**src/rtl/vend_controller.sv**
```systemverilog
// Vend sequencer: accumulates coin credit, validates selections against a price table,
// drives the dispenser and returns change. Optional per-slot stock tracking via VEND_STOCK_EN.
module vend_controller #(
  parameter int N_SLOTS      = 8,
  parameter int CREDIT_W     = 8,
  parameter int MAX_CREDIT   = 200,
  parameter logic [N_SLOTS*CREDIT_W-1:0] PRICES = {N_SLOTS{8'd50}},
  parameter int DISP_TIMEOUT = 255,
`ifdef VEND_STOCK_EN
  parameter logic [N_SLOTS*8-1:0] STOCK_INIT = {N_SLOTS{8'd10}},
`endif
  localparam int SEL_W = (N_SLOTS > 1) ? $clog2(N_SLOTS) : 1
) (
  input  logic                clk,
  input  logic                rst,
  input  logic                coin_valid,
  input  logic [CREDIT_W-1:0] coin_value,
  input  logic                sel_valid,
  input  logic [SEL_W-1:0]    sel_id,
  input  logic                cancel,
  input  logic                disp_done,
  output logic                dispense_req,
  output logic                payment_ok,
  output logic [SEL_W-1:0]    slot,
  output logic [CREDIT_W-1:0] credit,
  output logic                coin_reject,
  output logic                sel_reject,
  output logic                change_valid,
  output logic [CREDIT_W-1:0] change_amount,
  output logic                fault,
`ifdef VEND_STOCK_EN
  output logic [N_SLOTS-1:0]  sold_out,
`endif
  output logic                busy
);

  localparam int CNT_W = $clog2(DISP_TIMEOUT + 1);

  typedef enum logic [1:0] {ST_IDLE, ST_CREDIT, ST_VEND, ST_CHANGE} state_t;

  state_t              r_state, w_state_nxt;
  logic [CREDIT_W-1:0] r_credit, w_credit_nxt;
  logic [CREDIT_W-1:0] r_price, w_price_nxt;
  logic [SEL_W-1:0]    r_slot, w_slot_nxt;
  logic [CNT_W-1:0]    r_cnt, w_cnt_nxt;
  logic                r_fault, w_fault_nxt;
  logic                r_coin_reject, w_coin_reject_nxt;
  logic                r_sel_reject, w_sel_reject_nxt;
  logic                r_change_valid, w_change_valid_nxt;
  logic [CREDIT_W-1:0] r_change_amount, w_change_amount_nxt;
  logic                r_dispense_req, r_payment_ok, r_busy;
  logic                w_stock_dec;
  logic                w_sel_take;

  logic [CREDIT_W-1:0] w_sel_price;
  logic                w_sel_in_range;
  logic                w_sel_stock;
  logic                w_sel_ok;

  // Coin acceptance is judged one bit wider so an overflowing sum cannot wrap under the ceiling.
  function automatic logic coin_fits(input logic [CREDIT_W-1:0] cur, input logic [CREDIT_W-1:0] add);
    logic [CREDIT_W:0] sum;
    sum = {1'b0, cur} + {1'b0, add};
    return sum <= (CREDIT_W+1)'(MAX_CREDIT);
  endfunction

  function automatic logic [CREDIT_W-1:0] credit_add(input logic [CREDIT_W-1:0] cur,
                                                     input logic [CREDIT_W-1:0] add);
    return cur + add;
  endfunction

`ifdef VEND_STOCK_EN
  logic [7:0]         r_stock [N_SLOTS];
  logic [N_SLOTS-1:0] w_sold_out;

  always_ff @(posedge clk) begin
    for (int k = 0; k < N_SLOTS; k++) begin
      if (rst)
        r_stock[k] <= STOCK_INIT[k*8 +: 8];
      else if (w_stock_dec && (r_slot == SEL_W'(k)) && (r_stock[k] != 8'd0))
        r_stock[k] <= r_stock[k] - 8'd1;
    end
  end

  always_comb begin
    w_sold_out = '0;
    for (int k = 0; k < N_SLOTS; k++)
      w_sold_out[k] = (r_stock[k] == 8'd0);
  end

  assign sold_out = w_sold_out;
`endif

  // Slot lookup: out-of-range ids never match, so they are refused without a compare against N_SLOTS.
  always_comb begin
    w_sel_price    = '0;
    w_sel_in_range = 1'b0;
    w_sel_stock    = 1'b1;
    for (int k = 0; k < N_SLOTS; k++) begin
      if (sel_id == SEL_W'(k)) begin
        w_sel_in_range = 1'b1;
        w_sel_price    = PRICES[k*CREDIT_W +: CREDIT_W];
`ifdef VEND_STOCK_EN
        w_sel_stock    = (r_stock[k] != 8'd0);
`endif
      end
    end
  end

  assign w_sel_ok = w_sel_in_range && (r_credit >= w_sel_price) && w_sel_stock;

  always_comb begin
    w_state_nxt         = r_state;
    w_credit_nxt        = r_credit;
    w_price_nxt         = r_price;
    w_slot_nxt          = r_slot;
    w_cnt_nxt           = r_cnt;
    w_fault_nxt         = r_fault;
    w_coin_reject_nxt   = 1'b0;
    w_sel_reject_nxt    = 1'b0;
    w_change_valid_nxt  = 1'b0;
    w_change_amount_nxt = r_change_amount;
    w_stock_dec         = 1'b0;
    w_sel_take          = 1'b0;

    case (r_state)
      ST_IDLE, ST_CREDIT: begin
        if (cancel && (r_state == ST_CREDIT)) begin
          w_change_valid_nxt  = 1'b1;
          w_change_amount_nxt = r_credit;
          w_credit_nxt        = '0;
          w_state_nxt         = ST_IDLE;
          w_coin_reject_nxt   = coin_valid;
        end else begin
          if (sel_valid) begin
            if ((r_state == ST_CREDIT) && w_sel_ok) begin
              w_sel_take  = 1'b1;
              w_state_nxt = ST_VEND;
              w_slot_nxt  = sel_id;
              w_price_nxt = w_sel_price;
              w_cnt_nxt   = '0;
            end else begin
              w_sel_reject_nxt = 1'b1;
            end
          end
          if (coin_valid) begin
            if (!w_sel_take && coin_fits(r_credit, coin_value)) begin
              w_credit_nxt = credit_add(r_credit, coin_value);
              w_state_nxt  = ST_CREDIT;
              w_fault_nxt  = 1'b0;
            end else begin
              w_coin_reject_nxt = 1'b1;
            end
          end
        end
      end
      ST_VEND: begin
        w_coin_reject_nxt = coin_valid;
        if (disp_done) begin
          w_credit_nxt = r_credit - r_price;
          w_state_nxt  = ST_CHANGE;
          w_cnt_nxt    = '0;
          w_stock_dec  = 1'b1;
        end else if (r_cnt == CNT_W'(DISP_TIMEOUT - 1)) begin
          w_fault_nxt = 1'b1;
          w_state_nxt = ST_CHANGE;
          w_cnt_nxt   = '0;
        end else begin
          w_cnt_nxt = r_cnt + CNT_W'(1);
        end
      end
      ST_CHANGE: begin
        w_coin_reject_nxt = coin_valid;
        if (r_credit != '0) begin
          w_change_valid_nxt  = 1'b1;
          w_change_amount_nxt = r_credit;
        end
        w_credit_nxt = '0;
        w_state_nxt  = ST_IDLE;
      end
      default: w_state_nxt = ST_IDLE;
    endcase
  end

  always_ff @(posedge clk) begin
    if (rst) begin
      r_state         <= ST_IDLE;
      r_credit        <= '0;
      r_price         <= '0;
      r_slot          <= '0;
      r_cnt           <= '0;
      r_fault         <= 1'b0;
      r_coin_reject   <= 1'b0;
      r_sel_reject    <= 1'b0;
      r_change_valid  <= 1'b0;
      r_change_amount <= '0;
      r_dispense_req  <= 1'b0;
      r_payment_ok    <= 1'b0;
      r_busy          <= 1'b0;
    end else begin
      r_state         <= w_state_nxt;
      r_credit        <= w_credit_nxt;
      r_price         <= w_price_nxt;
      r_slot          <= w_slot_nxt;
      r_cnt           <= w_cnt_nxt;
      r_fault         <= w_fault_nxt;
      r_coin_reject   <= w_coin_reject_nxt;
      r_sel_reject    <= w_sel_reject_nxt;
      r_change_valid  <= w_change_valid_nxt;
      r_change_amount <= w_change_amount_nxt;
      r_dispense_req  <= (w_state_nxt == ST_VEND);
      r_payment_ok    <= (w_state_nxt == ST_VEND);
      r_busy          <= (w_state_nxt == ST_VEND) || (w_state_nxt == ST_CHANGE);
    end
  end

  assign dispense_req  = r_dispense_req;
  assign payment_ok    = r_payment_ok;
  assign slot          = r_slot;
  assign credit        = r_credit;
  assign coin_reject   = r_coin_reject;
  assign sel_reject    = r_sel_reject;
  assign change_valid  = r_change_valid;
  assign change_amount = r_change_amount;
  assign fault         = r_fault;
  assign busy          = r_busy;

endmodule

```
**config.mk**
```make
export PLATFORM = sky130hd
export DESIGN_NAME = vend_controller
export DESIGN_NICKNAME = d
export VERILOG_FILES = /design/src/rtl/vend_controller.sv
export SDC_FILE = /design/constraint.sdc
export NUM_CORES = 1
export LEC_CHECK = 0
export CORE_AREA = 2 2 72 74
export DETAILED_ROUTE_END_ITERATION = 10
export DIE_AREA = 0 0 74 76
export PLACE_DENSITY_LB_ADDON = 0.2
export SLEW_MARGIN = 20
export SYNTH_ARGS = -nofsm -noshare
export SYNTH_HDL_FRONTEND = slang
export SYNTH_SLANG_ARGS = --single-unit
```
**constraint.sdc**
```tcl
create_clock -name clk -period 2.4 [get_ports clk]
set_input_delay 0.36 -clock clk [delete_from_list [all_inputs] [get_ports clk]]
set_output_delay 0.36 -clock clk [all_outputs]
set_load 0.02 [all_outputs]
```
==> impl_metrics.toml <==
[worst_setup_path]
critPathCaptureType = "flip-flop"
reg2reg_to = "credit[5]"
timing.rr.start = "credit[0]"
r2r_slack_ns = -0.06
reg2reg_depth = 8
crit_arrival_ns = 2.62
cp_max_fo = 7
critPathLaunchType = "flip-flop"
critPathRequiredTime_ns = 2.56
path_class = "reg2reg"

[yosys]
synth_nets = 278
synthesis.area_sq_mm = 0.00222
synthTopCellsByArea = "dfxtp_1 32%, ha_1 8.5%, nor2_1 5.6%"
synthFlopType = "dfxtp_1"
yosysUniqueCellTypes = 60
async_reset_ff_frac = 0
avgSynthCellArea_sq_um = 9.06
synth_edf_count = 0
netlist_instances = 245
ys_seq_area_frac = 0.316
synth.top_cell.area_share = 0.316
ys_ff_latch = 35
yosysTopAreaCell = "dfxtp_1"
ys_warn_count = 0

[sta]
worstMarginPinSlew_ns = 0.689
setup_ws_ns = -0.0606
fmax_mhz = 406
rsz0062_at_grt = "yes"
period_share = 1.03
maxSlewHeadroom = 0.539
finalMaxSlewViolations = 0
period_needed_ns = 2.46
skew_ns = 0.00595
setup_viol = 6
hold_viol_final = 0

[hold_path]
hold_path_depth = 2
min_from = "slot[1]"
hp-class = "reg2reg"
whs_endpoint = "slot[1]"

[cells_and_area]
area_delta_synth_final_pct = 44.4
diodes = 0
fin_util = 0.652
design_area_sq_mm = 0.00320
multiInputGateArea_sq_mm = 0.00158
n_fill_cell = 425
register_area_sq_um = 711
nets = 355
drive_gt1_frac = 0.288

[global_routing]
antenna_found_initial = 0
grt_pass1_wl_mm = 9.38
grt-ovfl-total = 0
grt_start_max_net_pins = 18
gr-usage-all-layers = 0.210
grt_pass1_vias = 1986

[pwr]
p_switching_w = 0.00141
swShare = 0.408
cellLeakagePower_nw = 1.17
pwr-share-comb = 0.644
ir_drop_mv = 0.585
seqPwrFrac = 0.223
power_w = 0.00346
p_clk_frac = 0.133
power.internal_w = 0.00205
powerDensity_mw_per_mm2 = 1080

[detailed_routing]
wl_per_cell_um = 14.1
drc = 0
avgViaCountPerCell = 5.23
drt_iter0_drc = 143
routed_wl_mm = 5.55
ant_nets = 0
num_vias = 2055
first_pass_iters = 4

[die]
core_area_sq_mm = 0.00491
dieHeight_um = 76
die_x_um = 74
start_util = 0.452
row_count = 26
die_area_sq_mm = 0.00562
io_pins = 43

[place]
hpwl_mm = 4.26
gp_congestion = 0.815
io_buffers = 42
place_area_sq_mm = 0.00300

[cts]
cts_buffers = 5
cts_sinks = 35
htreeDepth = 2
path_clk_slew_ns = 0.07
clk_path_buf_depth = 2
cts_root_buf = "clkbuf_8"
cts_tree = "done"
clk_latency_ns = 0.28

[flow_run]
drv_cap = 0

[run_status]
outcome = "complete, but fails checks"
violations = "negative setup slack"
## sequential cells by signal, summed over array words and instances (netlist names)
| name | cells |
|---|---|
| change_amount | 8 |
| change_valid | 1 |
| coin_reject | 1 |
| credit | 8 |
| fault | 1 |
| payment_ok | 1 |
| r_cnt | 8 |
| r_price | 1 |
| r_state | 2 |
| sel_reject | 1 |
| slot | 3 |
## cell usage after synthesis, types with 2 or more instances
cell,n
a21oi_1,17
or3_1,2
clkbuf_1,5
a221oi_1,4
dfxtp_1,35
buf_4,2
nand2_1,8
mux2_4,2
o21ai_0,10
xnor2_1,6
mux2i_1,12
inv_1,8
a31oi_1,2
nand3_1,7
nor3_1,6
a211oi_1,5
ha_1,15
nand2b_1,8
nor4b_1,2
and2_1,3
o32ai_1,2
o21ba_2,2
nor4_1,3
o32a_1,2
nor2_1,33
nor2b_1,3
o21a_1,2
nor3_2,4
or2_2,3
nand3b_1,2
## timing repair
action	CTS	global route
hold buffers	0	0
gates resized for setup	12	16
pin swaps	9	10
setup endpoints to repair	11	11
buffers inserted	0	1
## per-stage QoR
step / std cells / TNS [ns] / setup slack [ns] / hold WS [ns]
after CTS: 392 / -0.181 / -0.0441 / 0.503
after floorplan: 245 / 0 / 0.00634 / 0.470
after global placement: 384 / -4.76 / -0.496 / 0.476
after global routing: 393 / -0.767 / -0.125 / 0.537
after detailed placement: 384 / -5.52 / -0.560 / 0.486
final: 393 / -0.198 / -0.0606 / 0.494
## power groups by stage
stage | sequential [W] | clock [W] | combinational, W
6_report | 0.000771 | 0.000461 | 0.00222
2_1_floorplan | 0.000923 | 0 | 0.00109
5_1_grt | 0.000782 | 0.000499 | 0.00240
4_1_cts | 0.000766 | 0.000476 | 0.00205
3_3_place_gp | 0.000778 | 0 | 0.00198
3_5_place_dp | 0.000778 | 0 | 0.00199
## cell families (layout without fill, tap and decap cells)
family,after synthesis,count (layout),synth area share
simple gates,91,91,0.222
compound gates,65,65,0.242
flops,35,35,0.316
fa+ha+maj,16,16,0.0936
buf+inv,16,94,0.0304
mux,14,14,0.0676
xor+xnor,7,7,0.0276
other cells,1,1,0.00169
## cell usage in the layout, fill, tap and decap left out, drive strengths merged, types with 3 or more instances in the layout
cell type and n:
ha 15, or2 3, clkdlybuf4s50 40, o21ai 10, or3 3, nor2 33
a21oi 19, inv 8, nand3 7, nand2 8, a211oi 7, xnor2 6
nor2b 3, buf 36, mux2i 12, nor3 10, dfxtp 35, a221oi 4
clkbuf 8, nand2b 8, and2 3, nor4 3, o32ai 3
## final cells by class
type,instances,area share
timing repair buffer,78,0.216
clock buffer,8,0.0312
sequential,35,0.222
tap,70,0.0273
multi-input combinational,194,0.494
inverter,8,0.00937
## per-layer routing
layer / wire length, um / part of all wire / GRT usage / up-vias
met5: 0 / 0 / 0 / -
met4: 14 / 0.0025 / 0.0382 / 0
met3: 240 / 0.043 / 0.0384 / 2
met2: 2630 / 0.47 / 0.334 / 50
met1: 2670 / 0.48 / 0.297 / 938
li1: - / - / - / 1065
## how the worst max path moves through the flow
stage / from / end / cells after the start
2_1_floorplan: credit[0] / credit[4] / 7
3_3_place_gp: coin_value[0] / credit[5] / 9
3_5_place_dp: coin_value[0] / credit[4] / 9
4_1_cts: coin_value[5] / credit[2] / 9
5_1_grt: credit[0] / credit[5] / 8
6_report: credit[0] / credit[5] / 8
## worst max-delay path: stages (launching register included)
cell,delay (ns)
dfxtp_2,0.34
ha_4,0.16
fa_2,0.37
a211oi_4,0.32
o21ba_4,0.17
o32a_1,0.19
a211oi_4,0.09
a211o_4,0.41
mux2_4,0.30
Power figures use the tool's default switching activity.
